## src/rtl/gcd_seq_driver.sv

```systemverilog
// gcd_seq_driver: on-chip self-test initiator for one gcd core.
// Pulls operand/expected vectors from a valid/ready stream. For each vector it
// pulses the core's reset with the operands applied and waits for core_valid,
// with a timeout. It keeps saturating pass/fail counts and records the first
// failing vector of the run.
module gcd_seq_driver #(
  parameter int unsigned W       = 14,
  parameter int unsigned RST_CYC = 2,
  parameter int unsigned GAP_CYC = 2,
  parameter int unsigned TO_W    = 16,
  parameter int unsigned CNT_W   = 16
) (
  input  logic             clk,
  input  logic             nrst,
  input  logic             start,
  input  logic             vec_valid,
  output logic             vec_ready,
  input  logic [W-1:0]     vec_a,
  input  logic [W-1:0]     vec_b,
  input  logic [W-1:0]     vec_exp,
  input  logic             vec_last,
  output logic             core_nrst,
  output logic [W-1:0]     core_a,
  output logic [W-1:0]     core_b,
  input  logic [W-1:0]     core_gcd,
  input  logic             core_valid,
  output logic             busy,
  output logic             done,
  output logic [CNT_W-1:0] pass_cnt,
  output logic [CNT_W-1:0] fail_cnt,
  output logic             timeout,
  output logic [W-1:0]     fail_a,
  output logic [W-1:0]     fail_b,
  output logic [W-1:0]     fail_exp,
  output logic [W-1:0]     fail_got
);

  // One counter is shared by the CRST and GAP phases, so it is sized for the longer one.
  localparam int unsigned CYC_MAX  = (RST_CYC > GAP_CYC) ? RST_CYC : GAP_CYC;
  localparam int unsigned CYC_W    = (CYC_MAX < 2) ? 1 : $clog2(CYC_MAX);
  localparam int unsigned RST_LAST = RST_CYC - 1;
  localparam int unsigned GAP_LAST = (GAP_CYC == 0) ? 0 : GAP_CYC - 1;

  typedef enum logic [2:0] {
    S_IDLE,
    S_FETCH,
    S_CRST,
    S_RUN,
    S_GAP,
    S_DONE
  } state_e;

  state_e           state_q, state_d;
  logic [CYC_W-1:0] cyc_q, cyc_d;
  logic [TO_W-1:0]  to_q, to_d;
  logic [W-1:0]     exp_q, exp_d;
  logic             last_q, last_d;
  logic             core_nrst_q, core_nrst_d;
  logic [W-1:0]     core_a_q, core_a_d;
  logic [W-1:0]     core_b_q, core_b_d;
  logic             vec_ready_q, vec_ready_d;
  logic             busy_q, busy_d;
  logic             done_q, done_d;
  logic [CNT_W-1:0] pass_cnt_q, pass_cnt_d;
  logic [CNT_W-1:0] fail_cnt_q, fail_cnt_d;
  logic             timeout_q, timeout_d;
  logic [W-1:0]     fail_a_q, fail_a_d;
  logic [W-1:0]     fail_b_q, fail_b_d;
  logic [W-1:0]     fail_exp_q, fail_exp_d;
  logic [W-1:0]     fail_got_q, fail_got_d;

  // State and output registers, synchronous active-low reset.
  always_ff @(posedge clk) begin
    if (!nrst) begin
      state_q     <= S_IDLE;
      cyc_q       <= '0;
      to_q        <= '0;
      exp_q       <= '0;
      last_q      <= 1'b0;
      core_nrst_q <= 1'b0;
      core_a_q    <= '0;
      core_b_q    <= '0;
      vec_ready_q <= 1'b0;
      busy_q      <= 1'b0;
      done_q      <= 1'b0;
      pass_cnt_q  <= '0;
      fail_cnt_q  <= '0;
      timeout_q   <= 1'b0;
      fail_a_q    <= '0;
      fail_b_q    <= '0;
      fail_exp_q  <= '0;
      fail_got_q  <= '0;
    end else begin
      state_q     <= state_d;
      cyc_q       <= cyc_d;
      to_q        <= to_d;
      exp_q       <= exp_d;
      last_q      <= last_d;
      core_nrst_q <= core_nrst_d;
      core_a_q    <= core_a_d;
      core_b_q    <= core_b_d;
      vec_ready_q <= vec_ready_d;
      busy_q      <= busy_d;
      done_q      <= done_d;
      pass_cnt_q  <= pass_cnt_d;
      fail_cnt_q  <= fail_cnt_d;
      timeout_q   <= timeout_d;
      fail_a_q    <= fail_a_d;
      fail_b_q    <= fail_b_d;
      fail_exp_q  <= fail_exp_d;
      fail_got_q  <= fail_got_d;
    end
  end

  // Next-state, run bookkeeping, and next values of the registered outputs.
  always_comb begin
    state_d    = state_q;
    cyc_d      = cyc_q;
    to_d       = to_q;
    exp_d      = exp_q;
    last_d     = last_q;
    core_a_d   = core_a_q;
    core_b_d   = core_b_q;
    pass_cnt_d = pass_cnt_q;
    fail_cnt_d = fail_cnt_q;
    timeout_d  = timeout_q;
    fail_a_d   = fail_a_q;
    fail_b_d   = fail_b_q;
    fail_exp_d = fail_exp_q;
    fail_got_d = fail_got_q;

    case (state_q)
      S_IDLE, S_DONE: begin
        if (start) begin
          pass_cnt_d = '0;
          fail_cnt_d = '0;
          timeout_d  = 1'b0;
          fail_a_d   = '0;
          fail_b_d   = '0;
          fail_exp_d = '0;
          fail_got_d = '0;
          state_d    = S_FETCH;
        end
      end
      S_FETCH: begin
        if (vec_valid && vec_ready_q) begin
          core_a_d = vec_a;
          core_b_d = vec_b;
          exp_d    = vec_exp;
          last_d   = vec_last;
          cyc_d    = '0;
          state_d  = S_CRST;
        end
      end
      S_CRST: begin
        if (cyc_q == CYC_W'(RST_LAST)) begin
          to_d    = '0;
          state_d = S_RUN;
        end else begin
          cyc_d = cyc_q + CYC_W'(1);
        end
      end
      S_RUN: begin
        // A result on the final timeout cycle still counts as a result.
        if (core_valid || (to_q == '1)) begin
          if (core_valid && (core_gcd == exp_q)) begin
            if (pass_cnt_q != '1) pass_cnt_d = pass_cnt_q + CNT_W'(1);
          end else begin
            if (fail_cnt_q != '1) fail_cnt_d = fail_cnt_q + CNT_W'(1);
            if (!core_valid) timeout_d = 1'b1;
            // fail_cnt is cleared at start, so zero means no failure yet this run.
            if (fail_cnt_q == '0) begin
              fail_a_d   = core_a_q;
              fail_b_d   = core_b_q;
              fail_exp_d = exp_q;
              fail_got_d = core_valid ? core_gcd : '0;
            end
          end
          cyc_d = '0;
          if (GAP_CYC == 0) state_d = last_q ? S_DONE : S_FETCH;
          else              state_d = S_GAP;
        end else begin
          to_d = to_q + TO_W'(1);
        end
      end
      S_GAP: begin
        if (cyc_q == CYC_W'(GAP_LAST)) state_d = last_q ? S_DONE : S_FETCH;
        else                           cyc_d   = cyc_q + CYC_W'(1);
      end
      default: state_d = S_IDLE;
    endcase

    core_nrst_d = (state_d == S_RUN);
    vec_ready_d = (state_d == S_FETCH);
    busy_d      = (state_d == S_FETCH) || (state_d == S_CRST) ||
                  (state_d == S_RUN)   || (state_d == S_GAP);
    done_d      = (state_d == S_DONE);
  end

  assign vec_ready = vec_ready_q;
  assign core_nrst = core_nrst_q;
  assign core_a    = core_a_q;
  assign core_b    = core_b_q;
  assign busy      = busy_q;
  assign done      = done_q;
  assign pass_cnt  = pass_cnt_q;
  assign fail_cnt  = fail_cnt_q;
  assign timeout   = timeout_q;
  assign fail_a    = fail_a_q;
  assign fail_b    = fail_b_q;
  assign fail_exp  = fail_exp_q;
  assign fail_got  = fail_got_q;

endmodule

```

## config.mk

```make
export PLATFORM = sky130hd
export DESIGN_NAME = gcd_seq_driver
export DESIGN_NICKNAME = d
export VERILOG_FILES = /design/src/rtl/gcd_seq_driver.sv
export SDC_FILE = /design/constraint.sdc
export NUM_CORES = 1
export LEC_CHECK = 0
export CAP_MARGIN = 25
export CORE_MARGIN = 8
export CORE_UTILIZATION = 65
export CTS_BUF_LIST = sky130_fd_sc_hd__clkbuf_4
export DETAILED_ROUTE_END_ITERATION = 10
export DONT_BUFFER_PORTS = 1
export GPL_ROUTABILITY_DRIVEN = 1
export PLACE_DENSITY = 0.81
export SETUP_SLACK_MARGIN = 0.1
export SLEW_MARGIN = 20
export SYNTH_ARGS = -nofsm -noshare
export SYNTH_HDL_FRONTEND = slang
export SYNTH_SLANG_ARGS = --single-unit
```

## constraint.sdc

```tcl
create_clock -name clk -period 2.5 [get_ports clk]
set_input_delay 0.25 -clock clk [delete_from_list [all_inputs] [get_ports clk]]
set_output_delay 0.25 -clock clk [all_outputs]
set_load 0.03 [all_outputs]
```

After elaboration in Yosys (flattened, before gate mapping)
Index checks and enable logic that the tools add are counted.

Bits in registers: 156.

Add/subtract/negate cells: 4. Equal/unequal tests: 25. Muxes and demuxes: 46. Reductions and logical operators: 20.

Operators by type and width (number): $mux 14 (14); $mux 16 (9); $pmux 14 s2 (4); $pmux 16 s2 (3); $add 16x1->16 const B (3); $ne 16x16->1 const B (2); $ne 2x2->1 const B (11); $reduce_and 5->1 (4); $mux 3 (6); $eq 16x16->1 const B (1); $logic_not 16->1 (1); $pmux 3 s5 (1); $eq 14x14->1 (1); $eq 3x2->1 const B (4); $eq 3x3->1 const B (4); $mux 1 (7); $eq 3x1->1 const B (2); $reduce_and 3->1 (2); $logic_or 1x1->1 (4); $reduce_bool 2->1 (2); $reduce_or 2->1 (2); $logic_not 3->1 (1); $pmux 1 s3 (1); $reduce_bool 3->1 (1); other kinds (4) (5).

Depth between registers and ports, before layout
Gate-level depths: netlist (run 1).

Depth after elaboration: 8. Gate-level depth with buffers: 11. Depth with buffers taken out: 7.

Worst setup path before layout (run 1)
Ideal clock, no wire load.

Path kind: register to register. Start: register pass_cnt_q[0], in the netlist pass_cnt[0]. End: register pass_cnt_q[0], in the netlist pass_cnt[0]. Library setup time: 76 ps. Arrival: 2284 ps. Slack: 140 ps. Stages on the path, launching flop included: 10. Clock period less this slack: 2360 ps. Cells stage by stage: dfxtp_1 ha_1 nand2_1 nor2_1 nand3_1 a21oi_1 clkbuf_1 buf_2 o21ai_0 a21boi_0.

Longest elaborated chain between the ends: 5. Elaborated cells between the ends (all ways): 8. Classes of those cells: add/sub (1); eq/ne (2); mux (4); reduce/logical (1).

Ends and longest elaborated chain: from (decl) (line 64) `logic [CNT_W-1:0] pass_cnt_q, pass_cnt_d;`; from (signal assigned) (line 105) `pass_cnt_q <= pass_cnt_d;`; $add 16x1->16 (line 167) `if (pass_cnt_q != '1) pass_cnt_d = pass_cnt_q + CNT_W'(1);`; $mux 16 (line 167); $mux 16 (line 166) `if (core_valid && (core_gcd == exp_q)) begin`; $mux 16 (line 165) `if (core_valid || (to_q == '1)) begin`; $pmux 16 s2 (line 132) `case (state_q)`.

Several ways; a longest one is shown, not always the timed one. The select of a mux whose other input is x is not followed. A chain may end at the register's enable or synchronous reset.

Worst setup path after layout (run 1)
Start: register exp_q[5]. End: register fail_cnt_q[14], in the netlist fail_cnt[14].

Longest elaborated chain between the ends: 4.

Ends and longest elaborated chain: from (decl) (line 56) `logic [W-1:0] exp_q, exp_d;`; from (signal assigned) (line 97) `exp_q <= exp_d;`; $eq 14x14->1 (line 166); $logic_and 1x1->1 (line 166); $ne 2x2->1 (no source line); $reduce_and 5->1 (no source line); to (signal assigned) (line 106) `fail_cnt_q <= fail_cnt_d;`; to (decl) (line 65) `logic [CNT_W-1:0] fail_cnt_q, fail_cnt_d;`.

No other way between the ends.

==> results of run 1 <==
[registers in the layout, summed over array words and instances, names as in the netlist, 3 cells and up]
signal,flops
core_a,14
core_b,14
exp_q,14
fail_a,14
fail_b,14
fail_cnt,16
fail_exp,14
fail_got,14
pass_cnt,16
state_q,3
to_q,16
[worst max-delay path by stage]
stage	startpoint	endpoint	slack, ns
global placement	to_q[1]$_SDFFE_PN0P_	pass_cnt[3]$_SDFFE_PN0P_	0.12
global route	exp_q[5]$_SDFFE_PN0P_	fail_cnt[1]$_SDFFE_PN0P_	0.05
floorplan	pass_cnt[0]$_SDFFE_PN0P_	pass_cnt[0]$_SDFFE_PN0P_	0.14
CTS	to_q[0]$_SDFFE_PN0P_	pass_cnt[10]$_SDFFE_PN0P_	0.08
detailed placement	to_q[1]$_SDFFE_PN0P_	pass_cnt[6]$_SDFFE_PN0P_	-0.03
finish	exp_q[5]$_SDFFE_PN0P_	fail_cnt[14]$_SDFFE_PN0P_	0.13
[cell families after synthesis]
logic type | count (synthesis) | synth area share
xor gates and xnor gates | 29 | 0.0384
adders and majority gates | 4 | 0.00757
and+or+nand+nor | 296 | 0.227
muxes | 24 | 0.0363
AOI/OAI and AO/OA | 158 | 0.178
DFF | 156 | 0.472
buffers and inverters | 57 | 0.0405
[metrics by stage]
step / TNS [ns] / setup WS [ns] / total power, mW / instances / hold slack, ns
2_1_floorplan: 0 / 0.140 / 2.81 / 724 / 0.389
3_3_place_gp: 0 / 0.116 / 2.85 / 858 / 0.379
3_5_place_dp: -0.0563 / -0.0257 / 2.86 / 858 / 0.382
4_1_cts: 0 / 0.0846 / 4.62 / 949 / 0.0175
5_1_grt: 0 / 0.0521 / 4.81 / 954 / 0.0383
6_report: 0 / 0.127 / 4.65 / 954 / 0.0457
[worst max-delay path, stage by stage, from the launching register on]
cell and delay, ns:
dfxtp_1 0.37, xnor2_1 0.24, nand4_1 0.24, or4_1 0.67, o22a_2 0.38, and3_1 0.21, o21a_1 0.16
[layout by cell type, fill, tap and decap left out, types with 23 or more instances in the layout]
cell / n
xnor2_1: 24
dlygate4sd3_1: 58
nand3_1: 24
buf_4: 44
nand2_1: 141
nor2_1: 23
a21boi_0: 45
dfxtp_1: 150
a22o_1: 42
mux2i_1: 24
[layer usage]
| layer | routed length [um] | vias to the layer above | global-route usage |
|---|---|---|---|
| li1 | - | 2745 | - |
| met1 | 7280 | 2948 | 0.308 |
| met2 | 10400 | 337 | 0.523 |
| met3 | 2010 | 67 | 0.113 |
| met4 | 733 | 0 | 0.137 |
| met5 | 0 | - | 0 |
[final cells by class]
cell class              instances  area [um^2]  area share
diodes                          1         2.50    0.000314
clock buffers                  18          135      0.0170
clock inverters                13          191      0.0240
inverters                      11         41.3     0.00518
multi-input cells             512         3300       0.415
flip-flops and latches        156         3130       0.393
well taps                     136          170      0.0214
repair buffers                107          992       0.124
[power breakdown]
group	internal, mW	switching, mW	leakage, nW
clock network	0.808	0.909	0.167
logic	0.169	0.208	1.46
registers	2.51	0.0484	1.26
total	3.48	1.16	2.89
[timing repair]
action,CTS,global route
endpoints found under the setup margin,55,71
pin swaps,1,6
setup buffers,0,3
resized for setup,5,13
gates cloned,1,0
endpoints found under the hold margin,71,0
hold buffers,59,0
==> flow_summary.yaml, run 1 <==
cts:
  cts_sinks: 156
  clockBufferDepth: 2
  clock_latency_ns: 0.55
  cts_buffers: 17
  cts-root-buf: "clkbuf_4"
  cts_tree: "yes"
  cts.clk_slew.worst_paths_ns: 0.14
  htree_levels: 4
floorplan:
  start_util: 0.655
  io_pins: 183
  placementRows: 37
  die_w_um: 117
  die_area_um2: 13700
  core_um2: 10100
  die_y_um: 117
synth:
  synth.most_common_cell: "dfxtp_1"
  ys_seq_elements: 156
  syn_inst: 724
  yosysWarnings: 0
  synthArstFlopShare: 0
  syn-num-nets: 790
  syn_area_per_cell_um2: 9.13
  synth_common_cells: "156 x dfxtp_1, 142 x nand2_1, 45 x a21boi_0"
  synth.top_cell.area_share: 0.472
  yosysTopAreaCell: "dfxtp_1"
  netlist_top_cells_area: "dfxtp_1 47%, nand2_1 8.1%, a22o_1 5.6%"
  ys.flop_type: "dfxtp_1"
  synth_cell_type_count: 50
  syn_area_um2: 6610
  synth_edf_count: 0
  yosysSeqAreaShare: 0.472
sta:
  drv_slew: 0
  finalSetupViolations: 0
  rsz0062_at_grt: "true"
  final-hold-violation-count: 0
  relSlewSlack: 0.584
  finClkSkew_ns: 0.0265
  period_needed_ns: 2.37
  fin_crit_sh: 0.949
  max_slew.worst_pin.slew_ns: 0.623
  fmax_mhz: 421
critical_path:
  cp-end-kind: "flip-flop"
  crit_type: "reg -> reg"
  worstReg2RegEnd: "fail_cnt[14]$_SDFFE_PN0P_"
  rr_worst_depth: 6
  ff2ff_setup_slack_ns: 0.13
  crit_fanout: 14
  worstReg2RegStart: "exp_q[5]$_SDFFE_PN0P_"
  worstPathRequired_ns: 2.94
  cp.arrival_ns: 2.81
  startpoint_type: "flip-flop"
grt:
  antenna_found_initial: 1
  grt_pass1_wl_um: 31300
  grt_usage: 0.297
  grt_pass1_vias: 5968
  grt_overflow: 0
  grt_max_degree: 71
detailed_routing:
  routedWlPerCell_um: 21.4
  first_pass_iters: 6
  vias: 6097
  ant_nets: 0
  drt_iter0_drc: 579
  finalWirelength_um: 20400
  via_per_inst: 6.39
  drc_errors: 0
cells_and_area:
  fill_cells: 645
  fin_area_um2: 7970
  nets: 871
  drive_gt1_frac: 0.132
  post-route-util: 0.790
  areaGrowthSynthToFinish_pct: 20.6
min_path:
  hold_path_depth: 3
  hold_end: "to_q[1]$_SDFFE_PN0P_"
  holdCritPathClass: "in -> reg"
  hold_start: "nrst"
pwr:
  p_leak_nw: 2.89
  p_per_area_nw_per_um2: 583
  ir_drop_mv: 0.435
place:
  io_buffers: 0
  place_congestion: 0.884
  post_dp_cell_area_um2: 6920
  hpwlAfterDp_um: 12600
outcome:
  status: "complete, no violations"
job:
  drv_cap: 0
Power figures use the tool's default switching activity.
==> run 2: changes to the inputs <==
clock period = 2.8 ns   (was 2.5 ns; I/O delays follow)
==> run 2 against run 1 <==
Against the previous run:
- total power fell by 15%
- worst hold slack improved by 0.024 ns
- first-iteration DRC count fell by 22%
- wire length fell by 8.6%
- global-route usage fell by 2.3 points
- cell area fell by 3.5%
- clock power fell by 20%
- combinational power fell by 18%
- critical path type unchanged
- largest cell class unchanged
- highest routed layer unchanged
==> flow_summary.yaml, run 2 (synthesis results as in run 1) <==
cts:
  clockBufferDepth: 2
  htree_levels: 4
  cts_tree: "yes"
  cts_buffers: 17
  clock_latency_ns: 0.54
  cts.clk_slew.worst_paths_ns: 0.14
  cts-root-buf: "clkbuf_4"
  postCtsSetupBuffers: 0
  cts_sinks: 156
place:
  hpwlAfterDp_um: 12100
  post_dp_cell_area_um2: 6760
  io_buffers: 0
  pre_cts_slack_ns: 0.134
  place_congestion: 0.835
grt:
  antenna_found_initial: 1
  grt_pass1_vias: 5770
  grt_usage: 0.275
  grt_overflow: 0
  grt_pass1_wl_um: 29400
  grt_max_degree: 71
detailed_routing:
  vias: 5803
  finalWirelength_um: 18700
  drt_iter0_drc: 451
  ant_nets: 0
  first_pass_iters: 5
  drc_errors: 0
  routedWlPerCell_um: 20.1
  via_per_inst: 6.24
sta:
  max_slew.worst_pin.slew_ns: 0.940
  finalSetupViolations: 0
  drv_slew: 0
  layout_setup_ws_ns: 0.241
  period_needed_ns: 2.56
  final-hold-violation-count: 0
  fmax_mhz: 391
  rsz0062_at_grt: "false"
  setup_tns_ns: 0
  fin_crit_sh: 0.914
  finClkSkew_ns: 0.0209
  relSlewSlack: 0.374
critical_path:
  startpoint_type: "flip-flop"
  crit_type: "reg -> reg"
  cp.arrival_ns: 3.02
  cp-end-kind: "flip-flop"
  crit_chain: "xnor2_1, nand4_1, nor4_4, nor2_1, o21ai_2, mux2i_1"
  cpPeakStageDelay_ns: 0.76
  crit_fanout: 14
  crit_slowest_cell: "o21ai_2"
  worstPathRequired_ns: 3.27
pwr:
  power_frac_clock: 0.345
  p_per_area_nw_per_um2: 516
  seqPwrFrac: 0.577
  p_int_mw: 2.92
  swShare: 0.263
  ir_drop_mv: 0.412
  p_comb_frac: 0.078
  total_power_mw: 3.96
  p_sw_mw: 1.04
  p_leak_nw: 2.73
cells_and_area:
  drive_gt1_frac: 0.0883
  final_cell_mix: "156 x dfxtp_1, 142 x nand2_1, 58 x dlygate4sd3_1"
  final_common_cell: "dfxtp_1"
  nets: 846
  post-route-util: 0.762
  fin_area_um2: 7690
  areaGrowthSynthToFinish_pct: 16.4
  fill_cells: 704
floorplan:
  start_util: 0.655
  die_y_um: 117
  die_area_um2: 13700
  die_w_um: 117
  core_um2: 10100
  io_pins: 183
  placementRows: 37
job:
  drv_cap: 0
min_path:
  holdCritPathClass: "in -> reg"
outcome:
  status: "complete, no violations"
[run 2: final cells by class]
cell class	count	area [um^2]	share of cell area
Antenna cell	1	2.50	0.000325
Clock buffer	18	135	0.0176
Clock inverter	14	143	0.0185
Inverter	11	41.3	0.00537
Multi-Input combinational cell	511	3260	0.423
Sequential cell	156	3120	0.406
Tap cell	136	170	0.0221
Timing Repair Buffer	83	821	0.107
[run 2: power by group through the flow]
stage	sequential, mW	combinational, mW	clock [mW]
floorplan	2.33	0.179	0
global placement	2.33	0.200	0
detailed placement	2.34	0.208	0
CTS	2.29	0.294	1.38
global route	2.29	0.332	1.48
finish	2.29	0.311	1.37
[run 2: worst max-delay path, delay by kind of cell (launching register included)]
kind,cells,cell delay [ns]
muxes,1,0.32
AOI/OAI and AO/OA,1,0.76
xor gates and xnor gates,1,0.14
DFF,1,0.42
and+or+nand+nor,3,0.84
[run 2: through the flow]
stage | hold slack, ns | cells
4_1_cts | 0.0306 | 928
6_report | 0.0693 | 930
5_1_grt | 0.0559 | 930
3_5_place_dp | 0.414 | 837
3_3_place_gp | 0.412 | 837
2_1_floorplan | 0.419 | 724
[run 2: repair_timing]
item                       in CTS  in global routing
hold buffers                   59                  0
setup endpoints to repair       2                 17
resized for setup               1                  2
hold endpoints to repair       71                  0
[run 2: per-layer routing]
| metal | wire length (um) | share of wire | GRT usage | up-vias |
|---|---|---|---|---|
| li1 | - | - | - | 2702 |
| met1 | 7150 | 0.38 | 0.297 | 2784 |
| met2 | 9190 | 0.49 | 0.462 | 264 |
| met3 | 1710 | 0.092 | 0.110 | 53 |
| met4 | 626 | 0.034 | 0.129 | 0 |
| met5 | 0 | 0 | 0 | - |
[run 2: worst paths after layout]
path / slack, ns / to / start / cells past startpoint
setup / recovery: 0.24 / fail_got[11]$_SDFFE_PN0P_ / exp_q[7]$_SDFFE_PN0P_ / 6
setup reg to reg: 0.24 / fail_got[11]$_SDFFE_PN0P_ / exp_q[7]$_SDFFE_PN0P_ / 6
hold reg to reg: 0.49 / last_q$_SDFFE_PN0P_ / last_q$_SDFFE_PN0P_ / 2
hold / removal: 0.07 / fail_cnt[15]$_SDFFE_PN0P_ / nrst / 2
==> run 3: changes to the inputs <==
CORE_UTILIZATION = 59   (was 65)
PLACE_DENSITY = 0.78   (was 0.81)
SLEW_MARGIN = 15   (was 20)
clock period = 2.2 ns   (was 2.8 ns; I/O delays follow)
==> run 3 against run 2 <==
Against the previous run:
- the flow now finishes with violations (negative setup slack)
- sequential share of layout area shrank 4.7 points
- clock power grew 28%
- non-clock buffer count grew 76
- clock skew grew 0.0049 ns
- total power grew 31%
- sequential power grew 27%
- register-to-register slack lost 0.30 ns
- cell area grew 15%
- count of clock-buffer cells in the layout grew 1
- worst hold slack lost 0.031 ns
- critical path type unchanged
==> flow_summary.yaml, run 3 (synthesis results as in run 1) <==
critical_path:
  worstPathRequired_ns: 2.71
  crit_slowest_cell: "nor4_1"
  startpoint_type: "flip-flop"
  crit_type: "reg -> reg"
  crit_buf_inv: 2
  crit_family: "simple AND/OR/NAND/NOR gates"
  cpPeakStageDelay_ns: 0.45
  crit_fanout: 13
  cp.arrival_ns: 2.76
  crit_chain: "xnor2_2, nand4_1, buf_4, nor4_4, a21oi_2, buf_12, nor4_1, mux2i_1"
  cp-end-kind: "flip-flop"
floorplan:
  core_um2: 10900
  placementRows: 38
  die_area_um2: 14800
  start_util: 0.607
  io_pins: 183
  die_w_um: 122
  die_y_um: 122
grt:
  grt_pass1_vias: 5989
  grt_overflow: 0
  grt_max_degree: 70
  grt_usage: 0.262
  antenna_found_initial: 0
  grt_pass1_wl_um: 31000
cts:
  htree_levels: 4
  cts_sinks: 156
  cts_tree: "yes"
  cts.clk_slew.worst_paths_ns: 0.12
  clockBufferDepth: 2
  cts-root-buf: "clkbuf_4"
  cts_buffers: 17
  clock_latency_ns: 0.59
sta:
  fmax_mhz: 444
  final-hold-violation-count: 0
  finClkSkew_ns: 0.0258
  fin_crit_sh: 1.02
  finalSetupViolations: 5
  period_needed_ns: 2.25
  relSlewSlack: 0.643
  max_slew.worst_pin.slew_ns: 0.528
  rsz0062_at_grt: "true"
  drv_slew: 0
  layout_setup_ws_ns: -0.0547
cells_and_area:
  num_antenna_cells: 0
  nets: 922
  final_common_cell: "nand2_1"
  drive_gt1_frac: 0.232
  fill_cells: 618
  final_cell_mix: "141 x nand2_1, 128 x dfxtp_1, 66 x buf_4"
  areaGrowthSynthToFinish_pct: 34.1
outcome:
  violations: "negative setup slack"
  status: "complete, but fails checks"
detailed_routing:
  via_per_inst: 6.48
  ant_nets: 0
  vias: 6526
  drt_iter0_drc: 605
  routedWlPerCell_um: 23.2
  finalWirelength_um: 23400
  drc_errors: 0
  first_pass_iters: 5
place:
  hpwlAfterDp_um: 12900
  place_congestion: 0.886
  io_buffers: 0
  pre_cts_slack_ns: -0.119
min_path:
  holdCritPathClass: "in -> reg"
pwr:
  total_power_mw: 5.19
  p_per_area_nw_per_um2: 586
  ir_drop_mv: 0.467
  p_leak_nw: 3.29
job:
  drv_cap: 0
## run 3: cell type report
cell class                 instances  area (um^2)  area share
clock buffer                      19          143      0.0161
clock inverter                    11          128      0.0144
inverter                          11         41.3     0.00466
multi-input combinational        511         3490       0.394
sequential                       156         3180       0.359
tap                              140          175      0.0198
timing repair buffer             159         1710       0.193
## run 3: worst register-to-register path, stage by stage (launching register included)
cell	delay (ns)
dfxtp_4	0.38
xnor2_2	0.17
nand4_1	0.17
buf_4	0.18
nor4_4	0.30
a21oi_2	0.14
buf_12	0.17
nor4_1	0.45
mux2i_1	0.23
## run 3: path summary, 6_finish.rpt
| kind | slack (ns) | endpoint | startpoint | depth (start not counted) |
|---|---|---|---|---|
| max | -0.05 | pass_cnt[11]$_SDFFE_PN0P_ | exp_q[7]$_SDFFE_PN0P_ | 8 |
| min | 0.04 | cyc_q$_SDFFE_PN0P_ | vec_valid | 3 |
| max reg2reg | -0.05 | pass_cnt[11]$_SDFFE_PN0P_ | exp_q[7]$_SDFFE_PN0P_ | 8 |
| min reg2reg | 0.50 | exp_q[4]$_SDFFE_PN0P_ | exp_q[4]$_SDFFE_PN0P_ | 2 |
## run 3: through the flow
step | cell area [um^2] | utilization | setup TNS (ns) | std cells | hold slack, ns
floorplan | 6670 | - | 0 | 724 | 0.359
global route | 8860 | 0.814 | -2.58 | 1007 | 0.0728
global placement | 7190 | 0.661 | 0 | 884 | 0.361
detailed placement | 7190 | 0.661 | -0.152 | 884 | 0.365
CTS | 8260 | 0.758 | 0 | 983 | 0.00670
finish | 8860 | 0.814 | -0.187 | 1007 | 0.0382
## run 3: timing repair
| item | in CTS | in global routing |
|---|---|---|
| hold endpoints to repair | 73 | 1 |
| hold buffers | 62 | 1 |
| pin swaps | 9 | 21 |
| gates resized for setup | 23 | 65 |
| buffers inserted | 6 | 10 |
| setup endpoints to repair | 70 | 96 |
| gates cloned | 1 | 14 |
## run 3: metal layers
metal / vias up / routed length, um / GRT usage
li1: 2839 / - / -
met3: 117 / 2460 / 0.0879
met1: 3098 / 7960 / 0.276
met4: 0 / 1300 / 0.137
met5: - / 0 / 0
met2: 472 / 11700 / 0.457
## run 3: power breakdown
group | switching, mW | leakage, nW | total (mW) | internal, mW
sequential | 0.0548 | 1.27 | 2.90 | 2.84
clock | 0.971 | 0.148 | 1.75 | 0.779
combinational | 0.278 | 1.87 | 0.547 | 0.269
